==> src/rtl/pipelined_pe_pkg.sv <==
// pe_pkg: shared defaults, weight-buffer state type and saturation bounds for pipelined_pe
package pe_pkg;
  localparam int PE_DATA_W = 8;
  localparam int PE_PSUM_W = 20;
  typedef enum logic {W_EMPTY, W_FULL} wbuf_state_e;
  function automatic logic [63:0] sat_max(int width, logic is_signed);
    return is_signed ? (64'd1 << (width - 1)) - 64'd1 : (64'd1 << width) - 64'd1;
  endfunction
  function automatic logic [63:0] sat_min(int width, logic is_signed);
    return is_signed ? ~64'd0 << (width - 1) : 64'd0;
  endfunction
endpackage

==> src/rtl/pipelined_pe_if.sv <==
// pipelined_pe_if: operand, weight-load and result bundle of one PE cell
//   master drives mode_signed/in_valid/in_data/psum_in/w_in/w_load/w_swap/ovf_clr
//   slave (the PE) drives right_data/right_valid/w_down/psum_out/psum_valid/shadow_full/ovf
interface pipelined_pe_if #(parameter int DATA_W = 8, parameter int PSUM_W = 20);
  logic              mode_signed;
  logic              in_valid;
  logic [DATA_W-1:0] in_data;
  logic [PSUM_W-1:0] psum_in;
  logic [DATA_W-1:0] w_in;
  logic              w_load;
  logic              w_swap;
  logic              ovf_clr;
  logic [DATA_W-1:0] right_data;
  logic              right_valid;
  logic [DATA_W-1:0] w_down;
  logic [PSUM_W-1:0] psum_out;
  logic              psum_valid;
  logic              shadow_full;
  logic              ovf;
  modport master (
    output mode_signed, in_valid, in_data, psum_in, w_in, w_load, w_swap, ovf_clr,
    input  right_data, right_valid, w_down, psum_out, psum_valid, shadow_full, ovf
  );
  modport slave (
    input  mode_signed, in_valid, in_data, psum_in, w_in, w_load, w_swap, ovf_clr,
    output right_data, right_valid, w_down, psum_out, psum_valid, shadow_full, ovf
  );
endinterface

==> src/rtl/pipelined_pe_mult.sv <==
// pe_mult: combinational signed/unsigned DATA_W x DATA_W -> 2*DATA_W multiplier
//   a, b: operands; mode_signed: 1 two's complement, 0 unsigned; p: full-width product
module pe_mult #(parameter int DATA_W = 8) (
  input  logic                  mode_signed,
  input  logic [DATA_W-1:0]     a,
  input  logic [DATA_W-1:0]     b,
  output logic [2*DATA_W-1:0]   p
);
  logic signed [DATA_W:0]     a_s, b_s;
  logic signed [2*DATA_W-1:0] a_x, b_x;
  // One extra sign bit lets a single signed multiply serve both modes; the
  // product is exact modulo 2^(2*DATA_W), which covers either interpretation.
  always_comb begin
    a_s = {mode_signed & a[DATA_W-1], a};
    b_s = {mode_signed & b[DATA_W-1], b};
    a_x = (2*DATA_W)'(a_s);
    b_x = (2*DATA_W)'(b_s);
    p   = a_x * b_x;
  end
endmodule

==> src/rtl/pipelined_pe.sv <==
// pipelined_pe: weight-stationary MAC cell with double-buffered weight and registered outputs
//   CLK: rising-edge clock; RST: asynchronous active-low reset
//   bus (pipelined_pe_if.slave): operands/weight control in, psum/activation/status out
//   PE_SAT_EN defined: the psum add saturates to the mode's range instead of wrapping
module pipelined_pe import pe_pkg::*; #(
  parameter int DATA_W = PE_DATA_W,
  parameter int PSUM_W = PE_PSUM_W
) (
  input logic          CLK,
  input logic          RST,
  pipelined_pe_if.slave bus
);
  if (PSUM_W < 2*DATA_W) begin : g_width_chk
    $error("pipelined_pe: PSUM_W must be >= 2*DATA_W");
  end
  wbuf_state_e             state_q, state_d;
  logic [DATA_W-1:0]       shadow_q, shadow_d, w_active_q, w_active_d, data_q, data_d;
  logic [PSUM_W-1:0]       psum_q, psum_d, prod_ext, add_res;
  logic                    valid_q, valid_d, ovf_q, ovf_d, add_ovf;
  logic [2*DATA_W-1:0]     prod;
  logic signed [2*DATA_W:0] prod_s;
  logic [PSUM_W:0]         sum;
  pe_mult #(.DATA_W(DATA_W)) u_mult (
    .mode_signed(bus.mode_signed),
    .a          (bus.in_data),
    .b          (w_active_q),
    .p          (prod)
  );
  always_comb begin
    state_d    = (state_q == W_FULL && bus.w_swap && !bus.w_load) ? W_EMPTY :
                 bus.w_load ? W_FULL : state_q;
    w_active_d = (state_q == W_FULL && bus.w_swap) ? shadow_q : w_active_q;
    shadow_d   = bus.w_load ? bus.w_in : shadow_q;
  end
  always_comb begin
    prod_s   = {bus.mode_signed & prod[2*DATA_W-1], prod};
    prod_ext = PSUM_W'(prod_s);
    sum      = {1'b0, prod_ext} + {1'b0, bus.psum_in};
    // Signed overflow: both addends share a sign the result does not.
    add_ovf  = bus.mode_signed ?
               (prod_ext[PSUM_W-1] == bus.psum_in[PSUM_W-1]) && (sum[PSUM_W-1] != prod_ext[PSUM_W-1]) :
               sum[PSUM_W];
`ifdef PE_SAT_EN
    add_res  = !add_ovf ? sum[PSUM_W-1:0] :
               !bus.mode_signed ? PSUM_W'(sat_max(PSUM_W, 1'b0)) :
               prod_ext[PSUM_W-1] ? PSUM_W'(sat_min(PSUM_W, 1'b1)) : PSUM_W'(sat_max(PSUM_W, 1'b1));
`else
    add_res  = sum[PSUM_W-1:0];
`endif
    psum_d   = bus.in_valid ? add_res : psum_q;
    data_d   = bus.in_valid ? bus.in_data : data_q;
    valid_d  = bus.in_valid;
    // A new overflow event wins over a same-cycle clear.
    ovf_d    = (bus.in_valid && add_ovf) || (ovf_q && !bus.ovf_clr);
  end
  always_ff @(posedge CLK or negedge RST)
    if (!RST) begin
      state_q    <= W_EMPTY;
      shadow_q   <= '0;
      w_active_q <= '0;
      data_q     <= '0;
      psum_q     <= '0;
      valid_q    <= 1'b0;
      ovf_q      <= 1'b0;
    end else begin
      state_q    <= state_d;
      shadow_q   <= shadow_d;
      w_active_q <= w_active_d;
      data_q     <= data_d;
      psum_q     <= psum_d;
      valid_q    <= valid_d;
      ovf_q      <= ovf_d;
    end
  assign bus.right_data  = data_q;
  assign bus.right_valid = valid_q;
  assign bus.psum_out    = psum_q;
  assign bus.psum_valid  = valid_q;
  assign bus.w_down      = shadow_q;
  assign bus.shadow_full = (state_q == W_FULL);
  assign bus.ovf         = ovf_q;
endmodule

==> src/flat_wrapper.sv <==
// flat-port wrapper written by rule: the top's interface ports become plain ports
module pipelined_pe_flat import pe_pkg::*;
#(
  parameter int DATA_W = PE_DATA_W,
  parameter int PSUM_W = PE_PSUM_W
)
  (CLK, RST, bus_mode_signed, bus_in_valid, bus_in_data, bus_psum_in, bus_w_in, bus_w_load, bus_w_swap, bus_ovf_clr, bus_right_data, bus_right_valid, bus_w_down, bus_psum_out, bus_psum_valid, bus_shadow_full, bus_ovf);
  pipelined_pe_if #(.DATA_W(DATA_W), .PSUM_W(PSUM_W)) bus_i ();
  input logic CLK;
  input logic RST;
  input wire logic [$bits(bus_i.mode_signed)-1:0] bus_mode_signed;
  input wire logic [$bits(bus_i.in_valid)-1:0] bus_in_valid;
  input wire logic [$bits(bus_i.in_data)-1:0] bus_in_data;
  input wire logic [$bits(bus_i.psum_in)-1:0] bus_psum_in;
  input wire logic [$bits(bus_i.w_in)-1:0] bus_w_in;
  input wire logic [$bits(bus_i.w_load)-1:0] bus_w_load;
  input wire logic [$bits(bus_i.w_swap)-1:0] bus_w_swap;
  input wire logic [$bits(bus_i.ovf_clr)-1:0] bus_ovf_clr;
  output wire logic [$bits(bus_i.right_data)-1:0] bus_right_data;
  output wire logic [$bits(bus_i.right_valid)-1:0] bus_right_valid;
  output wire logic [$bits(bus_i.w_down)-1:0] bus_w_down;
  output wire logic [$bits(bus_i.psum_out)-1:0] bus_psum_out;
  output wire logic [$bits(bus_i.psum_valid)-1:0] bus_psum_valid;
  output wire logic [$bits(bus_i.shadow_full)-1:0] bus_shadow_full;
  output wire logic [$bits(bus_i.ovf)-1:0] bus_ovf;
  assign bus_i.mode_signed = bus_mode_signed;
  assign bus_i.in_valid = bus_in_valid;
  assign bus_i.in_data = bus_in_data;
  assign bus_i.psum_in = bus_psum_in;
  assign bus_i.w_in = bus_w_in;
  assign bus_i.w_load = bus_w_load;
  assign bus_i.w_swap = bus_w_swap;
  assign bus_i.ovf_clr = bus_ovf_clr;
  assign bus_right_data = bus_i.right_data;
  assign bus_right_valid = bus_i.right_valid;
  assign bus_w_down = bus_i.w_down;
  assign bus_psum_out = bus_i.psum_out;
  assign bus_psum_valid = bus_i.psum_valid;
  assign bus_shadow_full = bus_i.shadow_full;
  assign bus_ovf = bus_i.ovf;
  pipelined_pe #(.DATA_W(DATA_W), .PSUM_W(PSUM_W)) u_core (.CLK(CLK), .RST(RST), .bus(bus_i));
endmodule
==> config.mk <==
export PLATFORM = sky130hd
export DESIGN_NAME = pipelined_pe_flat
export DESIGN_NICKNAME = d
export VERILOG_FILES = /design/src/rtl/pipelined_pe_pkg.sv /design/src/rtl/pipelined_pe_if.sv /design/src/rtl/pipelined_pe_mult.sv /design/src/rtl/pipelined_pe.sv /design/src/flat_wrapper.sv
export SDC_FILE = /design/constraint.sdc
export NUM_CORES = 1
export LEC_CHECK = 0
export CAP_MARGIN = 40
export CELL_PAD_IN_SITES_DETAIL_PLACEMENT = 1
export CELL_PAD_IN_SITES_GLOBAL_PLACEMENT = 2
export CORE_ASPECT_RATIO = 1.25
export CORE_MARGIN = 2
export CORE_UTILIZATION = 38
export CTS_CLUSTER_DIAMETER = 50
export DETAILED_ROUTE_END_ITERATION = 7
export GPL_TIMING_DRIVEN = 1
export PLACE_DENSITY = 0.89
export SLEW_MARGIN = 40
export SYNTH_ARGS = -nofsm -noshare
export SYNTH_HDL_FRONTEND = slang
export SYNTH_SLANG_ARGS = --single-unit
==> constraint.sdc <==
create_clock -name CLK -period 18 [get_ports CLK]
set_input_delay 1.8 -clock CLK [delete_from_list [all_inputs] [get_ports CLK]]
set_output_delay 1.8 -clock CLK [all_outputs]
set_load 0.03 [all_outputs]
* Word-level counts from Yosys, hierarchy flattened
Cells that the tools add are included.
Word-level totals: register bits 47, input port bits 43, output and inout port bits 40, word-level logic and storage cells 26
Cells by class: add/sub/neg operators 1, multipliers 1, equality and inequality tests 2, mux-type cells 3, bitwise logic cells 3, reduce and logical (&&, ||, !) cells 9
Operators by type and width (number):
- $add A20 B20 Y21 | 1
- $mul A9 B9 Y16 | 1
- $logic_and A1 B1 Y1 | 5
- $and A1 B1 Y1 | 3
- $mux W1 | 3
- $logic_not A1 Y1 | 2
- $reduce_bool A2 Y1 | 1
- $eq A1 B1 Y1 | 1
- $logic_or A1 B1 Y1 | 1
- $ne A1 B1 Y1 | 1

* Longest topological paths before layout
depth after elaboration 9, depth in mapped cells 29, gate-level depth less buffers 28

* Modules after synthesis
Synthesis repeated with hierarchy kept, for this count alone.
Unflattened totals: cell total of the unflattened synthesis 580, area, all modules 5621.6 µm²
By module, submodules not included:
- pe_mult | instances 1, cells each 328, area an instance 2825.2 µm², seq. area each 0.0 µm²
- pipelined_pe | instances 1, cells each 252, area an instance 2796.4 µm², seq. area each 1176.1 µm²

* Least setup slack after synthesis
Ideal clock, no wire load.
path type in2reg, from in bus_mode_signed, to reg u_core.psum_q[19], in the netlist u_core.bus.psum_out[19], setup time 0.125 ns, arrival time 8.002 ns, data required time 17.875 ns, path slack 9.874 ns, stages on the path 28, path buffers 1, cells stage by stage clkbuf_1 -> nand2_1 -> or2_2 -> fa_1 -> fa_1 -> inv_1 -> fa_1 -> fa_1 -> inv_1 -> fa_1 -> inv_1 -> ha_1 -> inv_1 -> o21bai_1 -> a21oi_1 -> o21bai_1 -> a21oi_1 -> mux2i_1 -> nand3_1 -> ha_1 -> a21oi_1 -> o21ai_0 -> a31oi_1 -> o21ai_2 -> a31oi_2 -> o21ai_2 -> xnor2_1 -> mux2_2
Between the ends: longest elaborated chain between the ends 4, elaborated cells on any way between the ends 5, those cells by class add/sub (1); mul (1); bitwise (3)
Ends and longest elaborated chain:
- start, declared | line flat_wrapper.sv:11 | input wire logic [$bits(bus_i.mode_signed)-1:0] bus_mode_signed;
- $and A1 B1 Y1 (on tied branches) | line pipelined_pe_mult.sv:14, pipelined_pe_mult.sv:15
- $mul A9 B9 Y16 | line pipelined_pe_mult.sv:18 | p = a_x * b_x;
- $and A1 B1 Y1 | line pipelined_pe.sv:36 | prod_s = {bus.mode_signed & prod[2*DATA_W-1], prod};
- $add A20 B20 Y21 (*) | line pipelined_pe.sv:38 | sum = {1'b0, prod_ext} + {1'b0, bus.psum_in};
- end signal, assigned | line pipelined_pe.sv:70 | psum_q <= psum_d;
- end, declared | line pipelined_pe.sv:18 | logic [PSUM_W-1:0] psum_q, psum_d, prod_ext, add_res;
Mark *: on every way between the ends. The rest lies on a longest branch, timed or not. A chain may end at the register's enable or synchronous reset.

* Worst setup path after layout
Ends and elaborated chain as after synthesis.

==> impl_metrics.csv <==
group,metric,value,unit
timing,finalMaxSlewViolations,0,
cells_and_area,drive_above_1_share,10.4,%
logic_synthesis,synthSimpleGateAreaFrac,12.7,%
logic_synthesis,synth_fa_ha_area_share,36.0,%
grt,track_usage,18.0,%
cells_and_area,synthToLayoutAreaGrowth,21.1,%
clocking,cts_tree,"yes",
clocking,ctsHtreeMaxLevel,2,
drt,vias_per_cell,5.10,
timing,hold_violations,0,
run_status,outcome,"completed",
drt,wirelength,13000,um
min_path,hold_path.class,"flop to flop",
logic_synthesis,synth.area.mux_share,8.38,%
drt,via_count,4039,
clocking,cts-buffers-inserted,5,
clocking,cts_hold_buf,0,
setup_path,worstSetupEndpoint,"u_core.bus.psum_out[19]$_DFFE_PN0P_",
logic_synthesis,synthesis.area,0.00540,mm^2
clocking,cts_resized,0,
die,ios,83,
run,cap_violations,0,
setup_path,reg2reg_setup_slack,10.62,ns
drt,dr.first_iter.drc_count,70,
timing,rsz0062_at_grt,"no",
drt,drc,0,
cells_and_area,nFillCells,1584,
die,fp-row-count,48,
clocking,clk_pin_slew,0.07,ns
timing,fmax,112,MHz
logic_synthesis,async_flop_share,100,%
setup_path,crit_path_end_kind,"flop",
logic_synthesis,ys_seq_area_share,21.8,%
drt,drt_pass1_iterations,4,
placement,portBuffers,82,
logic_synthesis,synthDistinctLibCells,48,
logic_synthesis,yosys.area_share.xor_xnor,5.02,%
timing,timing.hold.ws,0.486,ns
setup_path,cp_top_family,"adder cells",
logic_synthesis,synthCells,543,
setup_path,crit_path_max_incr_delay,0.69,ns
setup_path,r2r_cells,27,
die,die-height,137,um
timing,period_minus_slack,8.96,ns
logic_synthesis,synth-seq-cells,47,
timing,skew,0.00478,ns
grt,antenna_found_initial,0,
drt,wl_met2,7120,um
die,dieArea,0.0152,mm^2
drt,ant_nets,0,
setup_path,arrival,9.15,ns
placement,detailed_place_hpwl,10500,um
setup_path,critPathMostFrequentCell,"fa_1",
drt,wl_met3,319,um
setup_path,worstSetupPathDepth,28,
grt,grt_pass1_wl,22100,um
timing,tns,0,ns
logic_synthesis,syn_avg_cell_area,9.95,um^2
setup_path,worstSetupPathType,"input pin to flop",
drt,top_layer_used,"met4",
setup_path,crit_slowest_cell,"clkdlybuf4s50_1",
die,initial_utilization,39.0,%
setup_path,path_max_fanout,11,
setup_path,start_kind,"input pin",
setup_path,crit_required,18.19,ns
logic_synthesis,yosysWarnings,0,
clocking,clock_latency,0.30,ns
cells_and_area,num-nets-final,776,
logic_synthesis,ys.flop_type,"dfrtp_1",
logic_synthesis,synth_compound_area_share,8.52,%
clocking,cts_setup_buffers,0,
setup_path,crit_buf_inv,5,
cells_and_area,n_antenna_cell,0,
clocking,cts_buffer_depth,2,
drt,wl_per_cell,16.4,um
timing,period_share,49.8,%
setup_path,rr_startpoint,"u_core.w_active_q[7]$_DFFE_PN0P_",
clocking,cts.sink_count,47,
setup_path,crit_start,"bus_mode_signed",
logic_synthesis,synth_nets,703,
timing,relSlewSlack,57.4,%
die,core,0.0139,mm^2
placement,place.gp.congestion,0.910,
drt,wl_met1,5370,um
logic_synthesis,synth_edf_count,0,
die,dieWidth,111,um
setup_path,r2r-end,"u_core.bus.psum_out[19]$_DFFE_PN0P_",
timing,worst_pin_slew,0.638,ns
grt,grt_start_max_net_pins,48,
grt,grt.overflow.total,0,
clocking,root_buffer,"clkbuf_16",
logic_synthesis,synth_top_family_by_area,"adder cells",
grt,first_global_vias,4583,
timing,setup_viol,0,
area by class of cell:
cell class                      count  area [um^2]  share of cell area, %
Sequential cell                    47         1180                   18.0
Clock buffer                        5          125                   1.91
Inverter                           89          334                   5.10
Timing Repair Buffer               84          831                   12.7
Tap cell                          175          219                   3.34
Multi-Input combinational cell    389         3810                   58.3
Clock inverter                      3         46.3                  0.707
cells in the mapped netlist, types with 2 or more instances:
library cell / n / area [um^2]
inv_1: 89 / 334
fa_1: 64 / 1280
ha_1: 53 / 663
dfrtp_1: 47 / 1180
nand2_1: 44 / 165
and2_1: 40 / 250
mux2_2: 38 / 428
xnor2_1: 26 / 228
nor2_1: 20 / 75.1
a21oi_1: 17 / 85.1
clkbuf_1: 16 / 60.1
nand3_1: 8 / 40.0
a21o_1: 7 / 52.6
nor3_1: 7 / 35.0
o21ai_0: 7 / 35.0
and3_1: 6 / 37.5
o31ai_1: 5 / 37.5
xor2_1: 5 / 43.8
a211oi_1: 3 / 22.5
a21oi_2: 3 / 26.3
a31oi_1: 3 / 18.8
nor2b_1: 3 / 18.8
or2_2: 3 / 18.8
nand4_1: 2 / 12.5
o21a_1: 2 / 15.0
o21ai_2: 2 / 17.5
o21bai_1: 2 / 15.0
worst register-to-register path: stages (launching register included):
cell	delay [ns]
dfrtp_1	0.60
nand2_1	0.33
or2_2	0.40
fa_1	0.52
fa_1	0.57
inv_1	0.07
fa_1	0.50
fa_1	0.55
inv_1	0.05
fa_1	0.50
inv_1	0.05
ha_1	0.33
inv_1	0.09
o21bai_1	0.08
a21oi_1	0.23
o21bai_1	0.10
a21oi_1	0.26
mux2i_1	0.21
nand3_1	0.08
ha_1	0.34
a21oi_1	0.16
o21ai_0	0.12
a31oi_1	0.19
o21ai_2	0.10
a31oi_2	0.30
o21ai_2	0.12
xnor2_1	0.14
mux2_2	0.26
worst min path at each step:
stage / start / end / slack (ns) / cells past startpoint
finish: u_core.bus.psum_out[9]$_DFFE_PN0P_ / u_core.bus.psum_out[9]$_DFFE_PN0P_ / 0.49 / 2
global route: u_core.bus.psum_out[3]$_DFFE_PN0P_ / u_core.bus.psum_out[3]$_DFFE_PN0P_ / 0.52 / 2
CTS: u_core.bus.psum_out[5]$_DFFE_PN0P_ / u_core.bus.psum_out[5]$_DFFE_PN0P_ / 0.49 / 2
detailed placement: u_core.bus.psum_out[5]$_DFFE_PN0P_ / u_core.bus.psum_out[5]$_DFFE_PN0P_ / 0.47 / 2
global placement: u_core.bus.psum_out[9]$_DFFE_PN0P_ / u_core.bus.psum_out[9]$_DFFE_PN0P_ / 0.46 / 2
floorplan: u_core.w_active_q[6]$_DFFE_PN0P_ / u_core.w_active_q[6]$_DFFE_PN0P_ / 0.58 / 1
registers in the layout, indices dropped and copies added (netlist names):
register	count
u_core.bus.ovf	1
u_core.bus.psum_out	20
u_core.bus.psum_valid	1
u_core.bus.right_data	8
u_core.bus.shadow_full	1
u_core.bus.w_down	8
u_core.w_active_q	8
cell usage in the layout, fill, tap and decap left out, drive strengths merged, types with 10 or more instances in the layout:
cell / instances
a21oi: 20
and2: 40
clkdlybuf4s50: 81
dfrtp: 47
fa: 64
ha: 53
inv: 90
mux2: 39
nand2: 44
nor2: 20
o21ai: 10
xnor2: 26
cells by family (layout without fill, tap and decap cells):
| kind of cell | Yosys count | after routing |
|---|---|---|
| adder cells (fa/ha/maj) | 117 | 117 |
| AND/OR/NAND/NOR | 137 | 137 |
| AO/OA/AOI/OAI | 64 | 64 |
| multiplexers | 40 | 40 |
| flip-flops | 47 | 47 |
| XOR/XNOR | 31 | 31 |
| buffers and inverters | 107 | 181 |
per-layer routing:
| metal | up-vias | track usage (%) |
|---|---|---|
| met1 | 2045 | 20.2 |
| met5 | - | 0 |
| li1 | 1907 | - |
| met3 | 17 | 2.38 |
| met2 | 70 | 35.6 |
| met4 | 0 | 5.21 |
stage by stage:
step / setup slack (ns) / cell area [um^2] / utilization (%) / std cells
floorplan: 9.87 / 5400 / - / 543
global placement: 9.09 / 6370 / 46.0 / 784
detailed placement: 8.72 / 6370 / 46.0 / 784
CTS: 8.95 / 6550 / 47.2 / 792
global route: 8.55 / 6550 / 47.2 / 792
finish: 9.04 / 6550 / 47.2 / 792
Power is left out: the tool's default activity adds up to more than one toggle a clock period on the data nets, which glitch-free logic cannot reach.
==> RTL edit: new RTL, same settings <==
Add a define of `PE_SAT_EN`.
--- a/src/rtl/pipelined_pe.sv
+++ b/src/rtl/pipelined_pe.sv
@@ -3,4 +3,6 @@
 //   bus (pipelined_pe_if.slave): operands/weight control in, psum/activation/status out
 //   PE_SAT_EN defined: the psum add saturates to the mode's range instead of wrapping
+`define PE_SAT_EN
+
 module pipelined_pe import pe_pkg::*; #(
   parameter int DATA_W = PE_DATA_W,
Function: changed (a bounded check fails within 4 cycles, from zero or initial values and one cycle with RST low).
==> RTL edit against the original RTL <==
Setup slack worse by 1.4 ns. Core utilization down 1.3 points. Wire length up 20%. Synthesized area up 6.4%. Count of clock-buffer cells in the layout up 1. Critical path depth down 2. Critical endpoint is now u_core.bus.psum_out[17]$_DFFE_PN0P_. Cell area up 4.5%. Sequential cell count unchanged.
Power is not shown: default switching activity piles up to over one toggle a cycle in this logic, so the estimate is an artifact.
==> RTL edit: results <==
[outcome]
outcome = finished, final reports clean

[worst_setup_path]
crit_end = u_core.bus.psum_out[17]$_DFFE_PN0P_
path_max_fanout = 12
r2r.worst_path.cells = 25
cp.arrival_ns = 10.60
critPathMaxStageDelay_ns = 0.73

[routing]
avgViaCountPerCell = 5.265
wl_met2_mm = 8.298
drt_iter0_drc = 134
post_drt_wl_per_cell_um = 18.06
met3_wirelength_um = 325
wl_met1_mm = 6.587
dr.max_layer_used = met4

[grt]
grtUsageMet2_pct = 38.28
grtUsageMet1_pct = 24.50
track_usage_pct = 20.50
grt_pass1_vias = 5347
met3_usage_pct = 2.136

[placement]
hpwlAfterDp_mm = 12.66

[finish]
fin_nets = 839
multiInputGateArea_um2 = 4118
fillers = 1721

[logic_synthesis]
synth_commonest_cells = 89 x inv_1, 64 x fa_1, 51 x ha_1
syn-num-nets = 776
ys_types = 54

[worst_hold_path]
min_path_cells = 1

[timing]
worstMarginPinSlew_ns = 0.7735
[RTL edit: worst min path at each step]
stage                                         startpoint                                   end  slack (ns)
finish              u_core.bus.right_data[0]$_DFFE_PN0P_  u_core.bus.right_data[0]$_DFFE_PN0P_        0.51
global route        u_core.bus.right_data[0]$_DFFE_PN0P_  u_core.bus.right_data[0]$_DFFE_PN0P_        0.54
CTS                 u_core.bus.right_data[0]$_DFFE_PN0P_  u_core.bus.right_data[0]$_DFFE_PN0P_        0.51
detailed placement  u_core.bus.right_data[0]$_DFFE_PN0P_  u_core.bus.right_data[0]$_DFFE_PN0P_        0.50
global placement    u_core.bus.right_data[1]$_DFFE_PN0P_  u_core.bus.right_data[1]$_DFFE_PN0P_        0.49
floorplan               u_core.w_active_q[4]$_DFFE_PN0P_      u_core.w_active_q[4]$_DFFE_PN0P_        0.59
[RTL edit: final cells by class]
type                            count  share of cell area, %
Multi-Input combinational cell    454                  60.21
Sequential cell                    47                  17.20
Timing Repair Buffer               84                  12.11
Inverter                           89                  4.885
Tap cell                          182                  3.330
Clock buffer                        6                  2.031
Clock inverter                      2                 0.2378
[RTL edit: cells by family after synthesis]
group	count (synthesis)	synth area share [%]
XOR/XNOR	27	4.745
adder cells (fa/ha/maj)	115	33.39
AO/OA/AOI/OAI	105	11.99
multiplexers	34	6.595
buffers and inverters	117	7.902
flip-flops	47	20.46
AND/OR/NAND/NOR	173	14.91
[RTL edit: per-stage QoR]
step	setup slack [ns]	hold WS, ns	instances	cell area (um2)	util (%)
4_1_cts	7.587	0.5133	864	6837	45.92
3_3_place_gp	7.657	0.4882	856	6681	44.87
3_5_place_dp	7.338	0.4951	856	6681	44.87
2_1_floorplan	8.911	0.5880	618	5748	-
5_1_grt	7.140	0.5373	864	6839	45.93
6_report	7.612	0.5095	864	6839	45.93
